--- config.mk ---
export PLATFORM = sky130hd
export DESIGN_NAME = ucode_dispatch
export DESIGN_NICKNAME = d
export VERILOG_FILES = /design/src/rtl/ucode_dispatch_pkg.sv /design/src/rtl/ucode_dispatch_fifo.sv /design/src/rtl/ucode_dispatch.sv
export SDC_FILE = /design/constraint.sdc
export NUM_CORES = 1
export LEC_CHECK = 0
export BUFFER_PORTS_ARGS = -buffer_cell sky130_fd_sc_hd__buf_2
export CAP_MARGIN = 20
export CELL_PAD_IN_SITES_DETAIL_PLACEMENT = 1
export CELL_PAD_IN_SITES_GLOBAL_PLACEMENT = 1
export CORE_MARGIN = 2
export CORE_UTILIZATION = 40
export DETAILED_ROUTE_END_ITERATION = 6
export PLACE_DENSITY_LB_ADDON = 0.1
export SLEW_MARGIN = 25
export SYNTH_ARGS = -nofsm -noshare
export SYNTH_HDL_FRONTEND = slang
export SYNTH_HIERARCHICAL = 1
export SYNTH_SLANG_ARGS = --single-unit
export TNS_END_PERCENT = 5
--- constraint.sdc ---
create_clock -name clk_i -period 6.16 [get_ports clk_i]
set_input_delay 0 -clock clk_i [delete_from_list [all_inputs] [get_ports clk_i]]
set_output_delay 0 -clock clk_i [all_outputs]
set_load 0.1 [all_outputs]
--- src/rtl/ucode_dispatch_pkg.sv ---
// Shared definitions for the micro-op dispatch block: microcode field layout,
// functional-unit codes and dispatch FSM states.
package ucode_dispatch_pkg;

    localparam int WE_W         = 1;
    localparam int OP_W         = 4;
    localparam int FU_W         = 3;
    localparam int FLAGS_W      = 4;
    localparam int DEST_SRC_W   = 2;
    localparam int S1_SRC_W     = 2;
    localparam int IMM_S2_SRC_W = 2;
    localparam int IMM_W        = 16;

    // Fields packed MSB-first in ROM output order {WE,OP,FU,FLAGS,DEST_SRC,S1_SRC,IMM_S2_SRC,IMM}.
    localparam int IMM_LSB        = 0;
    localparam int IMM_S2_SRC_LSB = IMM_LSB + IMM_W;
    localparam int S1_SRC_LSB     = IMM_S2_SRC_LSB + IMM_S2_SRC_W;
    localparam int DEST_SRC_LSB   = S1_SRC_LSB + S1_SRC_W;
    localparam int FLAGS_LSB      = DEST_SRC_LSB + DEST_SRC_W;
    localparam int FU_LSB         = FLAGS_LSB + FLAGS_W;
    localparam int OP_LSB         = FU_LSB + FU_W;
    localparam int WE_LSB         = OP_LSB + OP_W;
    localparam int UCODE_WIDTH    = WE_LSB + WE_W;

    typedef enum logic [FU_W-1:0] {
        NOOP_FU    = 3'd0,
        ALU_FU     = 3'd1,
        MUL_FU     = 3'd2,
        DIV_FU     = 3'd3,
        LOGICAL_FU = 3'd4,
        MEM_FU     = 3'd5,
        BRANCH_FU  = 3'd6
    } fu_e;

    localparam int NUM_FU = 7;

    typedef struct packed {
        logic [WE_W-1:0]         we;
        logic [OP_W-1:0]         op;
        logic [FU_W-1:0]         fu;
        logic [FLAGS_W-1:0]      flags;
        logic [DEST_SRC_W-1:0]   dest_src;
        logic [S1_SRC_W-1:0]     s1_src;
        logic [IMM_S2_SRC_W-1:0] imm_s2_src;
        logic [IMM_W-1:0]        imm;
    } ucode_t;

    typedef enum logic {
        IDLE    = 1'b0,
        WAIT_BR = 1'b1
    } dispatch_state_e;

    // NOOP and out-of-range codes have no unit to go to; they are dropped.
    function automatic logic fu_dispatchable(input logic [FU_W-1:0] fu);
        return (fu != NOOP_FU) && (fu < FU_W'(NUM_FU));
    endfunction

endpackage

--- src/rtl/ucode_dispatch_fifo.sv ---
// In-order micro-op queue: power-of-two depth, occupancy count, and a
// synchronous flush that clears pointers and count.
module uop_fifo #(
    parameter int DEPTH_P = 4,
    parameter int WIDTH_P = 8
) (
    input  logic                       clk_i,
    input  logic                       reset_n_i,
    input  logic                       flush_i,
    input  logic                       push_i,
    input  logic                       pop_i,
    input  logic [WIDTH_P-1:0]         wdata_i,
    output logic [WIDTH_P-1:0]         rdata_o,
    output logic [$clog2(DEPTH_P):0]   count_o,
    output logic                       empty_o
);

    localparam int PTR_W = $clog2(DEPTH_P);
    localparam int CNT_W = PTR_W + 1;

    logic [WIDTH_P-1:0] mem_q [DEPTH_P];
    logic [PTR_W-1:0]   wr_ptr_q, wr_ptr_d;
    logic [PTR_W-1:0]   rd_ptr_q, rd_ptr_d;
    logic [CNT_W-1:0]   count_q, count_d;
    logic               full, empty, do_push, do_pop;

    assign full    = (count_q == CNT_W'(DEPTH_P));
    assign empty   = (count_q == '0);
    assign do_push = push_i & ~full;
    assign do_pop  = pop_i & ~empty;

    // NOTE: every variable written in always_comb gets a default first, so no path leaves it unassigned and no latch is inferred.
    always_comb begin
        wr_ptr_d = wr_ptr_q;
        rd_ptr_d = rd_ptr_q;
        count_d  = count_q;
        if (flush_i) begin
            wr_ptr_d = '0;
            rd_ptr_d = '0;
            count_d  = '0;
        end else begin
            if (do_push) wr_ptr_d = wr_ptr_q + PTR_W'(1);
            if (do_pop)  rd_ptr_d = rd_ptr_q + PTR_W'(1);
            count_d = count_q + CNT_W'(do_push) - CNT_W'(do_pop);
        end
    end

    // NOTE: sequential state uses non-blocking assignments so every flop samples pre-edge values regardless of block order.
    always_ff @(posedge clk_i or negedge reset_n_i) begin
        if (!reset_n_i) begin
            wr_ptr_q <= '0;
            rd_ptr_q <= '0;
            count_q  <= '0;
        end else begin
            wr_ptr_q <= wr_ptr_d;
            rd_ptr_q <= rd_ptr_d;
            count_q  <= count_d;
        end
    end

    // NOTE: storage is deliberately not reset; an entry is only ever read after it was written, and the empty flag masks stale data.
    always_ff @(posedge clk_i) begin
        if (do_push && !flush_i) mem_q[wr_ptr_q] <= wdata_i;
    end

    assign rdata_o = mem_q[rd_ptr_q];
    assign count_o = count_q;
    assign empty_o = empty;

endmodule

--- src/rtl/ucode_dispatch.sv ---
// Decode-side consumer: queues micro-ops, drops NOOPs at the head, issues the
// head to its functional unit, and stalls dispatch while a branch is unresolved.
module ucode_dispatch
    import ucode_dispatch_pkg::*;
#(
    parameter int DEPTH_P       = 4,
    parameter int UCODE_WIDTH_P = UCODE_WIDTH,
    parameter int PC_WIDTH_P    = 32
) (
    input  logic                     clk_i,
    input  logic                     reset_n_i,
    input  logic                     uop_v_i,
    output logic                     uop_ready_o,
    input  logic [UCODE_WIDTH_P-1:0] ucode_i,
    input  logic [15:0]              instr_i,
    input  logic [PC_WIDTH_P-1:0]    pc_i,
    input  logic                     flush_i,
    input  logic [NUM_FU-1:0]        fu_ready_i,
    output logic [NUM_FU-1:0]        issue_v_o,
    output logic [UCODE_WIDTH_P-1:0] issue_ucode_o,
    output logic [15:0]              issue_instr_o,
    output logic [PC_WIDTH_P-1:0]    issue_pc_o,
    input  logic                     br_resolved_i,
    output logic                     empty_o
);

    localparam int ENTRY_W = UCODE_WIDTH_P + 16 + PC_WIDTH_P;
    localparam int CNT_W   = $clog2(DEPTH_P) + 1;

    dispatch_state_e          state_q, state_d;
    logic [ENTRY_W-1:0]       head;
    logic [CNT_W-1:0]         count;
    logic                     empty;
    logic [UCODE_WIDTH_P-1:0] head_ucode;
    logic [15:0]              head_instr;
    logic [PC_WIDTH_P-1:0]    head_pc;
    logic [FU_W-1:0]          head_fu;
    logic                     can_dispatch, drop, fire, enq, deq;

    uop_fifo #(
        .DEPTH_P (DEPTH_P),
        .WIDTH_P (ENTRY_W)
    ) u_fifo (
        .clk_i     (clk_i),
        .reset_n_i (reset_n_i),
        .flush_i   (flush_i),
        .push_i    (enq),
        .pop_i     (deq),
        .wdata_i   ({ucode_i, instr_i, pc_i}),
        .rdata_o   (head),
        .count_o   (count),
        .empty_o   (empty)
    );

    assign {head_ucode, head_instr, head_pc} = head;
    assign head_fu = head_ucode[FU_LSB +: FU_W];

    // Ready comes from the registered count only; a same-cycle dequeue never frees a slot early.
    assign uop_ready_o = (count != CNT_W'(DEPTH_P));
    assign enq         = uop_v_i & uop_ready_o & ~flush_i;

    assign can_dispatch = ~empty & (state_q == IDLE);
    assign drop         = can_dispatch & ~fu_dispatchable(head_fu);

    always_comb begin
        issue_v_o = '0;
        for (int i = 1; i < NUM_FU; i++) begin
            issue_v_o[i] = can_dispatch && (head_fu == FU_W'(i));
        end
    end

    assign fire = |(issue_v_o & fu_ready_i);
    assign deq  = drop | fire;

    always_comb begin
        state_d = state_q;
        case (state_q)
            IDLE:    if (fire && head_fu == BRANCH_FU) state_d = WAIT_BR;
            WAIT_BR: if (br_resolved_i)                state_d = IDLE;
        endcase
        if (flush_i) state_d = IDLE;
    end

    always_ff @(posedge clk_i or negedge reset_n_i) begin
        if (!reset_n_i) state_q <= IDLE;
        else            state_q <= state_d;
    end

    assign issue_ucode_o = empty ? '0 : head_ucode;
    assign issue_instr_o = empty ? '0 : head_instr;
    assign issue_pc_o    = empty ? '0 : head_pc;
    assign empty_o       = empty;

endmodule

# Word level (Yosys, flattened, before mapping)
# Memories as Yosys holds them, arrays and structs flattened.
# Index checks and enable logic that the tools add are counted.
dict set report op_classes {
  add_sub_neg 4
  n_lt_le_gt_ge 1
  n_eq_ne 8
  mux 14
  bitwise_logic 13
  n_reduce_logical 15
}
# op n
set op_table {}
lappend op_table {{$mux 34} 1}
lappend op_table {{$mux 32} 1}
lappend op_table {{$mux 16} 1}
lappend op_table {{$eq 3x3->1 const B} 4}
lappend op_table {{$logic_and 1x1->1} 9}
lappend op_table {{$mux 2} 4}
lappend op_table {{$and 7x7->7} 1}
lappend op_table {{$reduce_or 7->1} 1}
lappend op_table {{$and 1x1->1} 6}
lappend op_table {{$eq 3x2->1 const B} 2}
lappend op_table {{$mux 1} 5}
lappend op_table {{$not 1->1} 5}
lappend op_table {{$add 2x1->2 const B} 2}
lappend op_table {{$reduce_bool 2->1} 2}
lappend op_table {{$add 3x1->3} 1}
lappend op_table {{$eq 3x1->1 const B} 1}
lappend op_table {{$logic_not 3->1} 1}
lappend op_table {{$lt 3x3->1 const B} 1}
lappend op_table {{$mux 3} 1}
lappend op_table {{$ne 3x3->1 const B} 1}
lappend op_table {{$reduce_bool 3->1} 1}
lappend op_table {{$sub 3x1->3} 1}
lappend op_table {{$pmux 1 s2} 1}
lappend op_table {{$logic_not 1->1} 1}
lappend op_table {{$or 1x1->1} 1}
dict set report word_totals {
  ff_bits 8
  ram_bits 328
  in_bits 94
  out_inout_bits 91
  elab_cells 60
  mem_count 1
}
# memory depth word_bits read_ports rd_ports_with_merged_regs write_ports line_no
set mem_list {}
lappend mem_list {u_fifo.mem_q 4 82 1 0 1 ucode_dispatch_fifo.sv:21} ;# logic [WIDTH_P-1:0] mem_q [DEPTH_P];

# Longest topological paths before layout
dict set report depth {
  ltp_word 10
  mapped_depth 16
  mapped_depth_nobuf 13
}

# Hierarchy
# The synthesis kept the hierarchy.
# mod instances cells_per_inst area_per_inst_um2 seq_area_each_um2
set modules_own_cells {}
lappend modules_own_cells {uop_fifo 1 476 12269.3 10024.6}
lappend modules_own_cells {ucode_dispatch 1 120 764.5 25.0}

# Worst setup path before layout
# No wires, ideal clock.
dict set report synth_timing {
  path_type {reg2reg}
  startpoint {reg u_fifo.count_q[1] (netlist: u_fifo/count_o[1])}
  endpoint {reg u_fifo.count_q[2] (netlist: u_fifo/count_o[2])}
  setup_ns 0.130
  t_arrival_ns 4.799
  path_slack_ns 1.231
  path_stages_with_launch 14
  n_path_buf 0
  cell_sequence {dfrtp_1 -> nor3_1 -> nor3_1 -> a32oi_1 -> o311ai_1 -> o31ai_1 -> inv_1 -> ha_1 -> inv_1 -> ha_1 -> inv_1 -> fa_1 -> xnor2_1 -> nor2_1}
}
dict set report synth_via {
  elab_chain_len 10
}
# item line_no
set synth_rtl {}
lappend synth_rtl {{start: declaration} ucode_dispatch_fifo.sv:24} ;# logic [CNT_W-1:0] count_q, count_d;
lappend synth_rtl {{start signal: assignment} ucode_dispatch_fifo.sv:57} ;# count_q <= count_d;
lappend synth_rtl {{$logic_not 3->1 *} ucode_dispatch_fifo.sv:28} ;# assign empty = (count_q == '0);
lappend synth_rtl {{net empty_o} ucode_dispatch.sv:24} ;# output logic empty_o
lappend synth_rtl {{$not 1->1 *} ucode_dispatch.sv:62} ;# assign can_dispatch = ~empty & (state_q == IDLE);
lappend synth_rtl {{$and 1x1->1 *} ucode_dispatch.sv:62}
lappend synth_rtl {{$logic_and 1x1->1} ucode_dispatch.sv:68} ;# issue_v_o[i] = can_dispatch && (head_fu == FU_W'(i));
lappend synth_rtl {{$and 7x7->7} ucode_dispatch.sv:72} ;# assign fire = |(issue_v_o & fu_ready_i);
lappend synth_rtl {{$reduce_or 7->1} ucode_dispatch.sv:72}
lappend synth_rtl {{$or 1x1->1 *} ucode_dispatch.sv:73} ;# assign deq = drop | fire;
lappend synth_rtl {{net deq} ucode_dispatch.sv:38} ;# logic can_dispatch, drop, fire, enq, deq;
lappend synth_rtl {{$and 1x1->1 *} ucode_dispatch_fifo.sv:30} ;# assign do_pop = pop_i & ~empty;
lappend synth_rtl {{$sub 3x1->3 *} ucode_dispatch_fifo.sv:44} ;# count_d = count_q + CNT_W'(do_push) - CNT_W'(do_pop);
lappend synth_rtl {{$mux 3 *} ucode_dispatch_fifo.sv:37} ;# if (flush_i) begin
lappend synth_rtl {{net u_fifo.count_d[2]} ucode_dispatch_fifo.sv:24}
# Mark *: on every way through the listed nets, which the timed path passes. The rest lies on a longest branch.
# A chain may end at the register's enable or synchronous reset.

# Worst setup path in the final report
dict set report layout_timing {
  startpoint {reg u_fifo.rd_ptr_q[1]}
  endpoint {reg u_fifo.count_q[2] (netlist: u_fifo/count_o[2])}
}
dict set report layout_via {
  elab_chain_len 9
}
# item line_no
set layout_rtl {}
lappend layout_rtl {{start: declaration} ucode_dispatch_fifo.sv:23} ;# logic [PTR_W-1:0] rd_ptr_q, rd_ptr_d;
lappend layout_rtl {{start signal: assignment} ucode_dispatch_fifo.sv:56} ;# rd_ptr_q <= rd_ptr_d;
lappend layout_rtl {{$mem_v2 4x82 *} --}
lappend layout_rtl {{net head[75]} ucode_dispatch.sv:31} ;# logic [ENTRY_W-1:0] head;
lappend layout_rtl {{$eq 3x1->1 (tied with other cells)} ucode_dispatch.sv:68}
lappend layout_rtl {{$logic_and 1x1->1 (on tied branches)} {ucode_dispatch.sv:68, ucode_dispatch_pkg.sv:55}}
lappend layout_rtl {{$and 7x7->7 or $not 1->1 (tied branches)} {ucode_dispatch.sv:72, ucode_dispatch.sv:63}}
lappend layout_rtl {{$reduce_or 7->1 or $and 1x1->1 (tied branches)} {ucode_dispatch.sv:72, ucode_dispatch.sv:63}}
lappend layout_rtl {{$or 1x1->1 *} ucode_dispatch.sv:73}
lappend layout_rtl {{net deq} ucode_dispatch.sv:38}
lappend layout_rtl {{$and 1x1->1 *} ucode_dispatch_fifo.sv:30}
lappend layout_rtl {{$sub 3x1->3 *} ucode_dispatch_fifo.sv:44}
lappend layout_rtl {{$mux 3 *} ucode_dispatch_fifo.sv:37}
lappend layout_rtl {{net u_fifo.count_d[2]} ucode_dispatch_fifo.sv:24}
# Marks and branches as above.

==> metrics.md <==
| Metric | Value |
|---|---|
| Hold violation total from the final report | 0 |
| DPL Wire Length | roughly 16 mm |
| Starting Density | 40.4% |
| Clock tree buffer depth | 3 |
| CTS clk-pin slew, worst paths | 50 ps |
| Data arrival time of the worst path | 4030 ps |
| Drt pass-1 iters | 4 |
| Critical path fanouts, max | 36 |
| Commonest non-fill, non-tap cell in the layout | edfxtp_1 |
| Die ar. | about 0.034 mm2 |
| Tot GR Track Use | 16.6% |
| Post-Syn Instances | 596 |
| Final setup vio count | 0 |
| RSZ-0062 raised after global routing | no |
| Number of global-route vias before repair | 7572 |
| Seq pwr share | about 32% |
| P&R area growth vs syn | 26.1% |
| # clock sinks | 336 |
| Max H-tree Level | 2 |
| IO Pins | 185 |
| Synthesis-stage register bit count | 336 |
| Switch Pwr | 3.69 mW |
| Sw Ratio | 45.3% |
| Antenna viol nets, final | 0 |
| Gpl congestion | 0.690 |
| Pint | 4.45 mW |
| Worst-margin pin slew | about 800 ps |
| P_leak | 5.65 nW |
| Status | completed |
| Initial drt markers | 291 |
| Die Span Y | roughly 180 um |
| Nets | 986 |
| Setup TNS | 0 ps |
| Synth area leaders | edfxtp_1, mux4_2, nor2b_1 |
| Post-CTS sizing | 0 |
| First-pass GRT wire length | 42.6 mm |
| PortBufs | 182 |
| DRC | 0 |
| Setup CP Type | flop to flop |
| Post-CTS Hold Fix Bufs | 87 |
| Number of synthesis warnings | 6 |
| Max cap viols | 0 |
| Setup WS post-layout | 2510 ps |
| Layout cells sized above 1 | between 30 and 40% |
| Core ar. | about 0.032 mm2 |
| Final Max Tran Viols | 0 |
| DIE WIDTH | 185 um |
| PD cells | 495 mW/mm2 |
| Clk pwr share | between 20% and 30% |
| CTS tree | done |
| Clk_skew | about 12 ps |
| Total CTS buffers | 39 |
| Skew-Pair Late Insertion Delay | 510 ps |
| Commonest non-fill, non-tap cells in the layout | edfxtp_1, buf_2, dlygate4sd3_1 |
| Syn Nets | between 600 and 700 |
| Syn Std Cell Area | 0.0130 mm2 |
| Peak Freq | roughly 0.27 GHz |
| Largest net degree at the start of global routing | 50 |
| Initial antenna violation count | 0 |
| Antenna diodes | 0 |
| Slew HR | between 40 and 50% |
| Required time of the worst setup path | 6540 ps |
| Row count | 66 |
| Cell taking the most area after synthesis | edfxtp_1 |
| Sequential area share after synthesis | 77.1% |
| Via/cell ratio | 4.88 |
| Top cell type's share of synthesized area | 75.6% |
| WL final | 27.4 mm |
| Syn_area_per_cell | 21.9 um2 |
| Total congestion overflow | 0 |
| Gate power share | 42.6% |
| CP Capture Type | flop |
| DR vias | 6608 |
| Crit start category | flop |
| WL/cell | 20.2 um |
| Setup repair bufs after CTS | 0 |
| Period utilization | 59.3% |
| Worst min path class | primary input to flop |
| Min Tclk post-route | between 3000 and 4000 ps |
| Peak supply drop | 0.392 mV |
| Pre-CTS setup slack | around 2400 ps |
| Root Buffer | clkbuf_16 |
| Library cells used by synthesis | 39 |
## critical path, cell delays in order (launching register included)
cell      delay, ps
dfrtp_4         810
mux4_2          510
nor2b_1         180
o31a_1          230
o311ai_1        360
o31ai_1         180
inv_1            90
ha_1            220
inv_1            60
ha_1            140
inv_1            60
fa_1            420
xnor2_1         180
nor2_1           60
## path summary, 6_finish.rpt
path | from | to | slack [ps] | cells after the start
worst max-delay path | u_fifo/rd_ptr_q[1]$_DFFE_PN0P_ | u_fifo/count_o[2]$_DFF_PN0_ | 2510 | 13
worst min-delay path | uop_v_i | u_fifo/wr_ptr_q[1]$_DFFE_PN0P_ | 160 | 4
worst max register to register | u_fifo/rd_ptr_q[1]$_DFFE_PN0P_ | u_fifo/count_o[2]$_DFF_PN0_ | 2510 | 13
worst min register to register | u_fifo/wr_ptr_q[1]$_DFFE_PN0P_ | u_fifo/wr_ptr_q[1]$_DFFE_PN0P_ | 620 | 2
max in group asynchronous | reset_n_i | u_fifo/rd_ptr_q[0]$_DFFE_PN0P_ | 5320 | 3
min in group asynchronous | reset_n_i | u_fifo/count_o[0]$_DFF_PN0_ | 510 | 3
## flip-flops by register name, indices dropped and copies added (netlist names)
name	count
state_q	1
u_fifo/rd_ptr_q	2
u_fifo/count_o	3
u_fifo/mem_q	328
u_fifo/wr_ptr_q	2
## synth_stat cells
cell,instances
edfxtp_1,328
nor2b_1,84
mux4_2,82
clkbuf_1,9
buf_4,8
dfrtp_1,8
inv_1,8
nor2_1,8
buf_2,7
ha_1,6
and2_1,5
buf_1,5
nand2b_1,5
nand2_1,3
nor3_1,3
a21oi_1,2
mux2_2,2
xor2_1,2
a21boi_0,1
a21oi_2,1
a32oi_1,1
and3_1,1
and3b_1,1
buf_8,1
conb_1,1
fa_1,1
mux2_1,1
mux2i_1,1
nand2b_4,1
nand3_1,1
nor4_1,1
nor4b_1,1
o21ai_0,1
o311ai_1,1
o31a_1,1
o31ai_1,1
or3_1,1
or4_4,1
xnor2_1,1
## cells by family (layout without fill, tap and decap cells)
kind of cell / after synthesis / in the layout / share of synthesized area, %
DFF: 336 / 336 / 77.1
and+or+nand+nor: 116 / 116 / 5.45
muxes: 86 / 86 / 14.5
buffers and inverters: 38 / 355 / 1.48
AOI/OAI and AO/OA: 9 / 9 / 0.499
adders and majority gates: 7 / 7 / 0.730
xor gates and xnor gates: 3 / 3 / 0.202
other: 1 / 1 / 0.0288
## per-stage QoR
step	total power, mW	util, %	hold WS (ps)	instance area (um2)	instances
5_1_grt	8.46	50.9	200	16400	1355
3_5_place_dp	6.15	44.7	-136	14400	1199
2_1_floorplan	5.57	-	-296	13000	596
3_3_place_gp	6.12	44.7	-137	14400	1199
4_1_cts	8.27	50.9	150	16400	1355
6_report	8.14	50.9	162	16400	1355
## final cells by class
cell class	instances	area, um2
clock inverters	19	113
multi-input cells	222	2810
fillers	2965	15800
clock buffers	50	1030
well taps	442	553
inverters	8	30.0
flip-flops and latches	336	10100
repair buffers	278	1850
## layer usage
metal / global-route usage, % / part of all wire (%)
met1: 20.7 / 41
met2: 29.3 / 52
met3: 3.60 / 4.7
met4: 4.38 / 1.7
met5: 0 / 0
## power by group through the flow
stage	sequential (mW)	combinational, mW	clock, mW
3_5_place_dp	2.67	3.48	0
6_report	2.62	3.47	2.05
5_1_grt	2.63	3.63	2.20
2_1_floorplan	2.65	2.92	0
4_1_cts	2.62	3.53	2.12
3_3_place_gp	2.67	3.45	0
Power figures use the tool's default switching activity.
